--- src/rtl/cmp_result_tracker.sv ---
`default_nettype none
// ---------------------------------------------------------------------------
// cmp_result_tracker: audits a 2-bit comparator's gt/lt/eq flags against an
// independent reference and reports per-window class and error counts.
// Revision: 1.0
// ---------------------------------------------------------------------------
module cmp_result_tracker #(
    parameter int WIN = 16,
    parameter int CW  = 8
) (
    input  logic          clk,
    input  logic          rst_n,
    input  logic          in_valid,
    output logic          in_ready,
    input  logic [1:0]    in_a,
    input  logic [1:0]    in_b,
    input  logic          in_gt,
    input  logic          in_lt,
    input  logic          in_eq,
    output logic          rpt_valid,
    input  logic          rpt_ready,
    output logic [CW-1:0] rpt_gt,
    output logic [CW-1:0] rpt_lt,
    output logic [CW-1:0] rpt_eq,
    output logic [CW-1:0] rpt_err,
    output logic          err_pulse
);

    typedef enum logic [0:0] {
        COLLECT = 1'b0,
        REPORT  = 1'b1
    } state_t;

    localparam logic [7:0] LAST_IDX = 8'(WIN - 1);

    state_t        state;
    logic [CW-1:0] cnt_gt, cnt_lt, cnt_eq, cnt_err;
    logic [7:0]    sample_cnt;

    logic          accept;
    logic [2:0]    flags;
    logic [2:0]    ref_flags;
    logic          onehot;
    logic          faulty;
    logic [CW-1:0] nxt_gt, nxt_lt, nxt_eq, nxt_err;

    always_comb begin
        accept    = in_valid && in_ready && (state == COLLECT);
        flags     = {in_gt, in_lt, in_eq};
        ref_flags = {(in_a > in_b), (in_a < in_b), (in_a == in_b)};
        onehot    = (flags == 3'b100) || (flags == 3'b010) || (flags == 3'b001);
        // A one-hot flag still counts in its class even when it is wrong.
        faulty    = !onehot || (flags != ref_flags);
        nxt_gt    = cnt_gt  + {{(CW-1){1'b0}}, onehot && in_gt};
        nxt_lt    = cnt_lt  + {{(CW-1){1'b0}}, onehot && in_lt};
        nxt_eq    = cnt_eq  + {{(CW-1){1'b0}}, onehot && in_eq};
        nxt_err   = cnt_err + {{(CW-1){1'b0}}, faulty};
    end

    always_ff @(posedge clk) begin
        if (!rst_n) begin
            state      <= COLLECT;
            in_ready   <= 1'b0;
            rpt_valid  <= 1'b0;
            err_pulse  <= 1'b0;
            rpt_gt     <= '0;
            rpt_lt     <= '0;
            rpt_eq     <= '0;
            rpt_err    <= '0;
            cnt_gt     <= '0;
            cnt_lt     <= '0;
            cnt_eq     <= '0;
            cnt_err    <= '0;
            sample_cnt <= '0;
        end else begin
            err_pulse <= accept && faulty;
            case (state)
                COLLECT: begin
                    in_ready <= 1'b1;
                    if (accept) begin
                        cnt_gt     <= nxt_gt;
                        cnt_lt     <= nxt_lt;
                        cnt_eq     <= nxt_eq;
                        cnt_err    <= nxt_err;
                        sample_cnt <= sample_cnt + 8'd1;
                        if (sample_cnt == LAST_IDX) begin
                            state     <= REPORT;
                            in_ready  <= 1'b0;
                            rpt_valid <= 1'b1;
                            rpt_gt    <= nxt_gt;
                            rpt_lt    <= nxt_lt;
                            rpt_eq    <= nxt_eq;
                            rpt_err   <= nxt_err;
                        end
                    end
                end
                REPORT: begin
                    if (rpt_ready) begin
                        state      <= COLLECT;
                        in_ready   <= 1'b1;
                        rpt_valid  <= 1'b0;
                        rpt_gt     <= '0;
                        rpt_lt     <= '0;
                        rpt_eq     <= '0;
                        rpt_err    <= '0;
                        cnt_gt     <= '0;
                        cnt_lt     <= '0;
                        cnt_eq     <= '0;
                        cnt_err    <= '0;
                        sample_cnt <= '0;
                    end
                end
                default: state <= COLLECT;
            endcase
        end
    end

endmodule
`default_nettype wire

--- config.mk ---
export PLATFORM = sky130hd
export DESIGN_NAME = cmp_result_tracker
export DESIGN_NICKNAME = d
export VERILOG_FILES = /design/src/rtl/cmp_result_tracker.sv
export SDC_FILE = /design/constraint.sdc
export NUM_CORES = 1
export LEC_CHECK = 0
export ABC_CLOCK_PERIOD_IN_PS = 7500
export CORE_ASPECT_RATIO = 0.8
export CORE_MARGIN = 5
export CORE_UTILIZATION = 59
export DETAILED_ROUTE_END_ITERATION = 10
export PLACE_DENSITY = 0.85
export SYNTH_ARGS = -nofsm -noshare
export SYNTH_HDL_FRONTEND = slang
export SYNTH_SLANG_ARGS = --single-unit
export TNS_END_PERCENT = 1
--- constraint.sdc ---
create_clock -name clk -period 7.5 [get_ports clk]
set_input_delay 1.5 -clock clk [delete_from_list [all_inputs] [get_ports clk]]
set_output_delay 1.5 -clock clk [all_outputs]
set_load 0.01 [all_outputs]
Yosys cells after proc, flatten, opt, wreduce, memory -nomap -nowiden
Index checks and enable logic that the tools add are counted.
Word-level totals
  bits in registers: 76
  word-level logic and storage cells: 77
  input port bits: 11
  output and inout port bits: 35
Operators by class
  muxes and demuxes: 35
  reductions and logical operators: 12
  equality and inequality tests: 9
  $add $sub $neg: 5
  $lt $le $gt $ge: 2
  bitwise logic cells: 1
Operators with widths (number)
  case mux 8 bit (2 select lines): 9
  2-to-1 mux 8 bit: 14
  adder 8 x 1 -> 8 bit: 4
  2-to-1 mux 1 bit: 9
  adder 8 x 1 -> 8 bit, second input constant: 1
  == test 8 x 4 -> 1 bit, second input constant: 1
  logical AND 1 bit: 6
  case mux 1 bit (2 select lines): 3
  inequality test 2 bit, second input constant: 2
  == test 3 x 1 -> 1 bit, second input constant: 1
  == test 3 x 2 -> 1 bit, second input constant: 1
  == test 3 bit, second input constant: 1
  logical OR 1 bit: 3
  inequality test 3 bit: 1
  AND reduction 3 bit: 1
  == test 2 bit: 1
  > comparator 2 bit: 1
  less-than comparator 2 bit: 1
  inequality test 2 x 1 -> 1 bit, second input constant: 1
  AND reduction 2 bit: 1
  logical NOT 1 bit: 1
  inverter 1 bit: 1

Depth between registers and ports, before layout
  depth in word-level cells: 9
  mapped depth: 12
  gate-level depth less buffers: 12

Least setup slack after synthesis
No wires, ideal clock.
  path kind: input -> register
  from: input in_b[1]
  to: register rpt_err[3]
  setup slack: 4.092 ns
  stages: 11
  buffers on the path: 1
  data required time: 7.430 ns
  library setup time: 0.070 ns
  data arrival time: 3.337 ns
  path through: inv_1 > ha_1 > a21oi_1 > mux2i_1 > a21oi_1 > ha_1 > and3_1 > clkbuf_1 > xnor2_1 > or3_1 > a21oi_1
Between the ends
  cells in the longest elaborated chain, start to end: 7
  elaborated cells between the ends (all ways): 9
  classes of those cells: 1 x add/sub; 2 x order compare; 2 x eq/ne; 3 x mux; 1 x reduce/logical
Ends and longest elaborated chain
  start: declaration: RTL line 16  | input logic [1:0] in_b,
  less-than comparator 2 bit, or another cell as far along: RTL line 50  | ref_flags = {(in_a > in_b), (in_a < in_b), (in_a == in_b)};
  inequality test 3 bit *: RTL line 53  | faulty = !onehot || (flags != ref_flags);
  logical OR 1 bit *: RTL line 53
  adder 8 x 1 -> 8 bit *: RTL line 57  | nxt_err = cnt_err + {{(CW-1){1'b0}}, faulty};
  2-to-1 mux 8 bit *: RTL line 86  | if (sample_cnt == LAST_IDX) begin
  2-to-1 mux 8 bit *: RTL line 80  | if (accept) begin
  case mux 8 bit (2 select lines) *: RTL line 77  | case (state)
  end signal: assignment: RTL line 93  | rpt_err <= nxt_err;
  end: declaration: RTL line 25  | output logic [CW-1:0] rpt_err,
Every way passes the cells marked *; elsewhere a longest branch is shown, timed or not. The select of a mux whose other input is x is not followed.
A chain may end at the register's enable or synchronous reset.

Final worst setup path
  from: input in_b[1]
  to: register rpt_err[2]
Same word-level chain as after synthesis.

==> qor.csv <==
stage,metric,value,unit
sta,Final Hold Viols,0,
power_and_ir_drop,NetSw,171,uW
clock_tree,Clock Root Buffer,clkbuf_8,
power_and_ir_drop,Cell Int Power,599,uW
drt,routed len/inst,16.5,um
sta,Slew @ Worst Pin,891,ps
critical_path,worst endpoint data arrival time,3960,ps
synth,Post-synth top cells,"dfxtp_1 (76), nand2_1 (46), a21oi_1 (38)",
synth,dominant cell type by area after synthesis,dfxtp_1,
synth,#FFs+latches synth,76,
die,site row count,24,
critical_path,CP Launch Type,primary input,
power_and_ir_drop,Comb pwr share,4.4,%
synth,Yosys cell types,46,
layout,n_diodes,0,
clock_tree,"Reg clk slew, reported paths",80,ps
drt,via count,2995,
synth,sequential-to-total area share from yosys stat,44.4,%
sta,max-slew violations,0,
synth,ys flop type,dfxtp_1,
synth,largest family of logic cells by synthesized area,simple AND/OR/NAND/NOR gates,
layout,Post-Layout Cell Count,501,
worst_hold_path,HP Class,register to register,
synth,simple logic cell fraction of the synthesized area,21.1,%
power_and_ir_drop,Clock power frac,42.7,%
clock_tree,CTS tree,yes,
die,Core ar.,5560,sq um
clock_tree,Post-CTS Hold Fix Bufs,0,
clock_tree,CTS H-Tree Depth,3,
power_and_ir_drop,worst IR drop on VDD,0.153,mV
placed_design,GP Congestion,0.846,
clock_tree,clk_lat worst skew,350,ps
drt,Final ANT Viol Nets,0,
synth,top cell type's share of synthesized area,44.4,%
die,chip width,95.2,um
synth,async set-reset flop share out of synthesis,0,%
sta,Worst Skew,12.6,ps
sta,Sum Neg Setup Slack,0,ps
placed_design,Final HPWL DP,5.65,mm
die,Die Ht,78.2,um
die,Starting Density,61.7,%
critical_path,Worst Setup Path Type,primary input to register,
sta,Fmax,271,MHz
power_and_ir_drop,LEAKAGE,1.41,nW
job,Max-cap violations,0,
critical_path,CP required,7770,ps
synth,number of flops mapped to enable cells by yosys,0,
placed_design,port bufs,45,
global_routing,initial antenna violation count,0,
die,Die Area,7440,sq um
synth,Gate Count Post-Synth,385,
global_routing,vias in the first global route,2919,
clock_tree,number of post-CTS setup repair buffers,0,
critical_path,worst-path fanout max,5,
sta,RSZ-0062 raised after global routing,false,
power_and_ir_drop,Switching Share,22.2,%
layout,layout cells sized above 1,8.51,%
drt,DRT Pass-1 Iters,5,
global_routing,first-pass GRT wire length,13.5,mm
clock_tree,TritonCTS Sinks,76,
die,boundary pin count,46,
drt,# DRC,0,
layout,Final Core Density,73.3,%
synth,Synth Warn #,0,
status,status,finished clean,
clock_tree,CTS-repair resized insts,0,
power_and_ir_drop,P per Cell Area,189,nW/um^2
synth,mux contribution to synthesized area,1.93,%
layout,# fillers,406,
drt,total wire length,8.28,mm
clock_tree,clock buffer depth,2,
synth,adder-cell share of the synthesized area,4.01,%
global_routing,aggregate global routing overflow,0,
synth,Syn Area/Cell,8.90,sq um
sta,Relative slew margins,40.5,%
placed_design,placed cell count,485,
sta,Final Critical Period,3690,ps
synth,Synth Area in XOR/XNOR,5.36,%
clock_tree,total CTS buffers,9,
layout,Final #Nets,440,
global_routing,largest net degree at the start of global routing,37,
sta,Final setup viols,0,
synth,cell with the most instances after synthesis,dfxtp_1,
critical_path,CP Capture Type,register,
layout,Area Growth Syn to Fin,18.8,%
power_and_ir_drop,sequential power share,52.9,%
drt,drt via density,5.98,
synth,compound-gate portion of the synthesized area,19.0,%
synth,synth top area cells,"dfxtp_1 (44%), a21oi_1 (5.5%), nand3_1 (5.1%)",
synth,Post-Syn Nets,407,
drt,detailed router's first-iteration violation count,262,
synth,area of the mapped netlist,3430,sq um
global_routing,Tot GR Track Use,23.2,%
sta,Final Cycle Share,49.2,%
worst max-delay path: stages:
cell and delay, ps:
clkdlybuf4s50_1 450, inv_1 40, ha_1 290, a21oi_1 210, mux2i_1 250, a21oi_1 100, ha_1 200, ha_1 250
xnor2_1 150, or3_1 320, a21oi_1 190
state kept, by name (all words and copies together), names as in the netlist, 8 cells and up:
register    cells
cnt_eq          8
cnt_err         8
cnt_gt          8
cnt_lt          8
rpt_eq          8
rpt_err         8
rpt_gt          8
rpt_lt          8
sample_cnt      8
logic make-up after synthesis:
family	after synthesis
multiplexers	6
adder cells (fa/ha/maj)	11
AO/OA/AOI/OAI	100
AND/OR/NAND/NOR	142
flip-flops	76
XOR/XNOR	21
buffers and inverters	29
cell usage in the layout, fill, tap and decap left out, drive strengths merged, types with 12 or more instances in the layout:
cell type,instances
a21oi,38
clkbuf,13
clkdlybuf4s50,45
dfxtp,76
nand2,46
nand3,36
nor2,21
o21ai,17
o2bb2ai,12
final cells by class:
type	count	area [sq um]	share of cell area, %
clock buffers	13	169	4.15
inverters	4	15.0	0.369
clock inverters	3	43.8	1.07
multi-input cells	280	1760	43.2
repair buffers	47	465	11.4
well taps	78	97.6	2.40
flip-flops and latches	76	1520	37.3
metrics by stage:
step / worst slack (ps) / total power [mW] / cell area (sq um) / hold slack (ps)
final: 3810 / 0.771 / 4070 / 461
after global routing: 3600 / 0.798 / 4070 / 485
after CTS: 3810 / 0.772 / 4070 / 465
after detailed placement: 3460 / 0.450 / 3860 / 448
after global placement: 3500 / 0.450 / 3860 / 446
after floorplan: 4090 / 0.438 / 3430 / 445
power by group through the flow:
| stage | Combinational, mW | Sequential, mW | Clock, mW |
|---|---|---|---|
| floorplan | 0.0222 | 0.416 | 0 |
| finish | 0.0337 | 0.408 | 0.330 |
| global placement | 0.0326 | 0.417 | 0 |
| global route | 0.0371 | 0.408 | 0.353 |
| CTS | 0.0335 | 0.408 | 0.331 |
| detailed placement | 0.0332 | 0.417 | 0 |
metal layers:
layer / GRT usage [%] / wire [um] / vias up
met2: 38.2 / 3970 / 110
li1: - / - / 1455
met1: 28.5 / 3560 / 1403
met5: 0 / 0 / -
met3: 7.27 / 541 / 27
met4: 8.79 / 216 / 0
path summary, 6_finish.rpt:
| path | startpoint | to | slack [ps] | depth (start not counted) |
|---|---|---|---|---|
| setup reg to reg | state | rpt_err[2] | 4990 | 5 |
| hold reg to reg | rpt_valid | rpt_valid | 460 | 2 |
| hold / removal | rpt_valid | rpt_valid | 460 | 2 |
| setup / recovery | in_b[1] | rpt_err[2] | 3810 | 11 |
Note: power is estimated with default switching activity, not from simulation.
